## src/rtl/conv_result_packer.sv

```systemverilog
// Sink for the 3x3 convolution result stream: drops border results, requantizes
// the rest to bytes, packs four per word and queues them on a valid/ready port.
module conv_result_packer #(
  parameter int IMG_WIDTH  = 32,
  parameter int IMG_HEIGHT = 32,
  parameter int FIFO_DEPTH = 8
) (
  input  logic        clk,
  input  logic        rst_n,
  input  logic        start,
  input  logic [4:0]  shift_amt,
  input  logic        relu_en,
  input  logic        in_valid,
  input  logic [31:0] in_pixel,
  output logic        m_valid,
  input  logic        m_ready,
  output logic [31:0] m_data,
  output logic        m_last,
  output logic        overflow,
  output logic        busy,
  output logic        frame_done
);

  localparam int CW = $clog2(IMG_WIDTH);
  localparam int RW = $clog2(IMG_HEIGHT);
  localparam int PW = $clog2(FIFO_DEPTH);

  typedef enum logic [1:0] {IDLE, RUN, DRAIN} state_t;

  state_t state, state_nxt;

  logic [CW-1:0]      col;
  logic [RW-1:0]      row;
  logic [4:0]         shift_q;
  logic               relu_q;
  logic               in_done;
  logic               sample, qualify, at_last_px;
  logic signed [31:0] shifted;
  logic [7:0]         q_byte;
  logic               rq_valid, rq_last;
  logic [7:0]         rq_byte;
  logic [31:0]        pack_data, push_word;
  logic [1:0]         lane;
  logic               push_req, push_ok, pop, fifo_empty;
  logic [32:0]        mem [FIFO_DEPTH];
  logic [PW-1:0]      wr_ptr, rd_ptr;
  logic [PW:0]        count;
  logic               overflow_q, frame_done_q;

  // in_done blocks any stray in_valid between the final sample and entering DRAIN
  assign sample     = (state == RUN) && in_valid && !in_done;
  assign qualify    = (row >= RW'(2)) && (col >= CW'(2));
  assign at_last_px = (row == RW'(IMG_HEIGHT - 1)) && (col == CW'(IMG_WIDTH - 1));
  assign shifted    = $signed(in_pixel) >>> shift_q;

  always_comb begin
    q_byte = shifted[7:0];
    if (relu_q) begin
      if (shifted < 0)               q_byte = 8'h00;
      else if (shifted > 32'sd255)   q_byte = 8'hFF;
    end else begin
      if (shifted < -32'sd128)       q_byte = 8'h80;
      else if (shifted > 32'sd127)   q_byte = 8'h7F;
    end
  end

  always_comb begin
    state_nxt = state;
    case (state)
      IDLE:    if (start) state_nxt = RUN;
      RUN:     if (rq_valid && rq_last) state_nxt = DRAIN;
      DRAIN:   if (fifo_empty) state_nxt = IDLE;
      default: state_nxt = IDLE;
    endcase
  end

  always_ff @(posedge clk or negedge rst_n) begin
    if (!rst_n) state <= IDLE;
    else        state <= state_nxt;
  end

  always_ff @(posedge clk or negedge rst_n) begin
    if (!rst_n) begin
      col     <= '0;
      row     <= '0;
      shift_q <= '0;
      relu_q  <= 1'b0;
      in_done <= 1'b0;
    end else if (state == IDLE && start) begin
      col     <= '0;
      row     <= '0;
      shift_q <= shift_amt;
      relu_q  <= relu_en;
      in_done <= 1'b0;
    end else if (sample) begin
      if (at_last_px) in_done <= 1'b1;
      if (col == CW'(IMG_WIDTH - 1)) begin
        col <= '0;
        row <= row + RW'(1);
      end else begin
        col <= col + CW'(1);
      end
    end
  end

  always_ff @(posedge clk or negedge rst_n) begin
    if (!rst_n) begin
      rq_valid <= 1'b0;
      rq_last  <= 1'b0;
      rq_byte  <= '0;
    end else begin
      rq_valid <= sample && qualify;
      rq_last  <= at_last_px;
      rq_byte  <= q_byte;
    end
  end

  // Lanes above the current one are always zero, so a frame-end push is already padded
  always_comb begin
    push_word                   = pack_data;
    push_word[{lane, 3'b000} +: 8] = rq_byte;
    push_req                    = rq_valid && ((lane == 2'd3) || rq_last);
  end

  always_ff @(posedge clk or negedge rst_n) begin
    if (!rst_n) begin
      pack_data <= '0;
      lane      <= '0;
    end else if (state == IDLE && start) begin
      pack_data <= '0;
      lane      <= '0;
    end else if (rq_valid) begin
      if (push_req) begin
        pack_data <= '0;
        lane      <= '0;
      end else begin
        pack_data <= push_word;
        lane      <= lane + 2'd1;
      end
    end
  end

  assign fifo_empty = (count == '0);
  assign pop        = !fifo_empty && m_ready;
  assign push_ok    = push_req && ((count < (PW + 1)'(FIFO_DEPTH)) || pop);

  always_ff @(posedge clk or negedge rst_n) begin
    if (!rst_n) begin
      for (int i = 0; i < FIFO_DEPTH; i++) mem[i] <= '0;
      wr_ptr <= '0;
      rd_ptr <= '0;
      count  <= '0;
    end else begin
      if (push_ok) begin
        mem[wr_ptr] <= {rq_last, push_word};
        wr_ptr      <= wr_ptr + PW'(1);
      end
      if (pop) rd_ptr <= rd_ptr + PW'(1);
      if (push_ok && !pop)      count <= count + (PW + 1)'(1);
      else if (!push_ok && pop) count <= count - (PW + 1)'(1);
    end
  end

  always_ff @(posedge clk or negedge rst_n) begin
    if (!rst_n) begin
      overflow_q   <= 1'b0;
      frame_done_q <= 1'b0;
    end else begin
      if (state == IDLE && start)  overflow_q <= 1'b0;
      else if (push_req && !push_ok) overflow_q <= 1'b1;
      frame_done_q <= (state == DRAIN) && fifo_empty;
    end
  end

  assign m_valid    = !fifo_empty;
  assign m_data     = fifo_empty ? 32'd0 : mem[rd_ptr][31:0];
  assign m_last     = fifo_empty ? 1'b0  : mem[rd_ptr][32];
  assign overflow   = overflow_q;
  assign busy       = (state != IDLE);
  assign frame_done = frame_done_q;

endmodule

```

## config.mk

```make
export PLATFORM = sky130hd
export DESIGN_NAME = conv_result_packer
export DESIGN_NICKNAME = d
export VERILOG_FILES = /design/src/rtl/conv_result_packer.sv
export SDC_FILE = /design/constraint.sdc
export NUM_CORES = 1
export LEC_CHECK = 0
export BUFFER_PORTS_ARGS = -buffer_cell sky130_fd_sc_hd__buf_2
export CORE_MARGIN = 1.5
export CORE_UTILIZATION = 62
export DETAILED_ROUTE_END_ITERATION = 8
export PLACE_DENSITY = 0.8
export RECOVER_POWER = 50
export SLEW_MARGIN = 40
export SYNTH_ARGS = -nofsm -noshare
export SYNTH_HDL_FRONTEND = slang
export SYNTH_SLANG_ARGS = --single-unit
```

## constraint.sdc

```tcl
create_clock -name clk -period 3.4 [get_ports clk]
set_clock_uncertainty 0.2 [all_clocks]
set_input_delay 0.34 -clock clk [delete_from_list [all_inputs] [get_ports clk]]
set_output_delay 0.34 -clock clk [all_outputs]
set_load 0.01 [all_outputs]
```

==> impl_metrics.tcl <==
set metrics [dict create \
    outcome "finished, violations left" \
    violations "max-capacitance violations, max-slew violations" \
    drive_above_1_share_pct 19.44 \
    post-route-period-util_pct 93.76 \
    ys.warnings.count 0 \
    yosysSeqAreaShare_pct 48.89 \
    dr.first_iter.drc_count 1310 \
    grt_pass1_wl_um 72220 \
    cts_made_buffers 36 \
    finalMaxSlewViolations 81 \
    crit_path_end "rq_byte[1]" \
    initial_core_util_pct 62.80 \
    syn_inst 1656 \
    cts_root_buf "clkbuf_16" \
    numClockSinks 339 \
    cp.required_ns 3.57 \
    cp.depth 7 \
    vias_per_cell 6.371 \
    setup_tns_ns 0 \
    io_pins 80 \
    post-dp-hpwl_um 28080 \
    rsz0062_at_grt "false" \
    crit_slowest_cell "mux4_2" \
    wl_um 44590 \
    synth_flop_cell "dfrtp_1" \
    hold_slack_ns 0.08904 \
    cp.arrival_ns 3.35 \
    crit_chain "mux4_2 -> mux2i_2 -> nor2_1 -> a2111oi_1 -> a41oi_1 -> o31ai_4 -> o21ai_1" \
    grt.total_usage_pct 31.73 \
    startpoint_type "flip-flop" \
    worstMarginPinSlew_ns 2.169 \
    crit_start "shift_q[1]" \
    clock_latency_ns 0.53 \
    num_vias 13530 \
    avgSynthCellArea_sq_um 10.48 \
    grt_start_max_net_pins 85 \
    top_layer "met4" \
    routedLengthMet1_um 18260 \
    period_minus_slack_ns 3.188 \
    cpLargestDelayFamily "compound AO/OA/AOI/OAI gates" \
    cts_max_path_buffers 3 \
    synth_edf_count 0 \
    final_nets 1778 \
    wl_met3_um 2804 \
    fmax_mhz 313.7 \
    n_fill_cell 1967 \
    cts_tree "yes" \
    ys_async_sr_fraction_pct 100.0 \
    critPathBufInv 0 \
    grt_pass1_vias 13730 \
    crit_path_end_kind "flip-flop" \
    crit_type "reg2reg" \
    reg2reg_depth 7 \
    place_congestion 0.9348 \
    wl_per_cell_um 21.00 \
    drv_cap 1 \
    finalSetupViolCount 0 \
    cp_max_fo 12 \
    die_area_sq_um 29000 \
    p_leak_uw 0.008516 \
    antenna_found_initial 1 \
    ys_seq_elements 339 \
    grt_remaining_overflow 0 \
    r2r-end "rq_byte[1]" \
    syn_area_sq_um 17350 \
    cts_setup_buffers 0 \
    drc_errors 0 \
    r2r_start "shift_q[1]" \
    drtAntennaViolNets 0 \
    syn_to_final_growth_pct 13.20 \
    path_clk_slew_ns 0.07 \
    slew_headroom_pct -44.60 \
    peakVddDrop_uv 307.9 \
    drt_pass1_iterations 5 \
    final_hold_viol_count 0 \
    fp.dieW_um 170.3 \
    hp-class "in2reg" \
    rrSetupSlack_ns 0.21 \
    htreeDepth 2 \
    rows 61 \
    io_buffers 79 \
    synth_fp_nets 1716 \
    dieHeight_um 170.3 \
    coreArea_sq_um 27630 \
    wl_met2_um 22060 \
    max_stage_delay_ns 0.57 \
    ys_types 77 \
    p_per_area_nw_per_um2 595.2 \
]
-- sequential cells by signal, indices dropped and copies added (netlist names), 3 cells and up --
register and flops:
col 5, rq_byte 8, pack_data 32, wr_ptr 3, row 5, shift_q 5, rd_ptr 3, mem 264
count 4
-- Yosys cell counts (3+ instances only) --
library cell	number	area [sq um]
a21oi_1	179	895.9
nand2b_1	9	56.30
clkbuf_1	89	334.1
buf_1	16	60.06
o31ai_1	4	30.03
nor4_1	3	18.77
mux2_4	3	45.04
a31oi_1	4	25.02
nor3_1	8	40.04
or2_2	6	37.54
xor2_1	3	26.28
and2_1	6	37.54
o211ai_1	4	30.03
nand2_1	216	810.8
mux2i_1	63	630.6
nand4_1	7	43.79
o22ai_1	3	18.77
o21ai_1	7	35.03
nand3_1	9	45.04
ha_1	16	200.2
nand4b_1	3	26.28
a311oi_1	4	35.03
inv_1	14	52.55
nor3b_1	5	37.54
a211oi_1	10	75.07
mux4_1	12	315.3
o21ai_0	186	930.9
nor2b_1	42	262.8
dfrtp_1	339	8483
mux4_2	89	2004
xnor2_1	6	52.55
buf_2	11	55.05
o21a_1	3	22.52
mux2_2	26	292.8
nor2_1	198	743.2
-- layout by cell type, fill, tap and decap left out, types with 5 or more instances in the layout --
master,instances
mux2_2,26
clkbuf_1,8
nor3_1,7
a211oi_1,10
mux2i_1,63
xnor2_1,6
ha_1,16
clkinv_2,6
clkbuf_8,10
dfrtp_1,334
inv_1,14
nand2_1,216
a21oi_1,178
mux4_2,89
or2_2,6
o21ai_1,7
clkbuf_16,36
nand2b_1,9
buf_4,43
nor2b_1,42
nor2_1,196
and2_1,5
dlygate4sd3_1,9
buf_2,76
buf_12,13
nand4_1,7
nand3_1,8
mux4_1,12
o21ai_0,186
-- where the power goes --
part / total, uW / internal [uW] / switching (uW)
clock network: 4030 / 2400 / 1620
registers: 4400 / 4130 / 271
logic: 3270 / 1600 / 1660
total: 11700 / 8140 / 3550
-- cell type report --
| cell class | instances | area, sq um | area share, % |
|---|---|---|---|
| Clock inverter | 13 | 161.4 | 0.8217 |
| Antenna cell | 1 | 2.502 | 0.01274 |
| Tap cell | 378 | 473.0 | 2.408 |
| Clock buffer | 51 | 1057 | 5.382 |
| Sequential cell | 339 | 8494 | 43.24 |
| Inverter | 15 | 56.30 | 0.2866 |
| Multi-Input combinational cell | 1179 | 8312 | 42.31 |
| Timing Repair Buffer | 147 | 1086 | 5.529 |
-- kinds of logic after synthesis --
| family | after synthesis | synth area share (%) |
|---|---|---|
| mux | 196 | 19.16 |
| simple gates | 520 | 12.83 |
| fa+ha+maj | 17 | 1.269 |
| flops | 339 | 48.89 |
| buf+inv | 138 | 3.440 |
| xor+xnor | 9 | 0.4543 |
| compound gates | 437 | 13.96 |
-- timing repair --
action | in CTS | in global routing
hold endpoints to repair | 86 | 0
endpoints found under the setup margin | 0 | 8
gates resized for setup | 0 | 3
hold buffers | 9 | 0
-- worst min-delay path by stage --
stage                 start    endpoint  slack (ns)  cells after the start
4_1_cts        shift_amt[0]  shift_q[0]        0.02                      3
5_1_grt        shift_amt[0]  shift_q[0]        0.04                      3
3_5_place_dp          rst_n    mem[205]        0.19                      1
3_3_place_gp          rst_n    mem[205]        0.19                      1
2_1_floorplan         rst_n      col[0]       -0.16                      0
6_report       shift_amt[0]  shift_q[0]        0.09                      3
-- tightest hold or removal path, stage by stage --
cell     delay [ns]
buf_2          0.07
nand2_1        0.04
o21ai_0        0.26
-- per-layer routing --
| metal | global-route usage [%] | vias up |
|---|---|---|
| met2 | 53.56 | 592 |
| met5 | 0 | - |
| li1 | - | 6047 |
| met3 | 4.465 | 130 |
| met1 | 42.13 | 6757 |
| met4 | 11.77 | 0 |
-- stage by stage --
stage | total power, uW | area [sq um] | instances | util [%] | worst slack (ns)
4_1_cts | 11730 | 19660 | 2122 | 71.16 | 0.1337
2_1_floorplan | 6647 | 17350 | 1656 | - | 0.4063
5_1_grt | 12160 | 19640 | 2122 | 71.09 | 0.06573
3_5_place_dp | 7722 | 18350 | 2049 | 66.43 | 0.1465
3_3_place_gp | 7670 | 18350 | 2049 | 66.43 | 0.2074
6_report | 11690 | 19640 | 2123 | 71.09 | 0.2120
No activity file was read; power rests on OpenSTA's default activity.
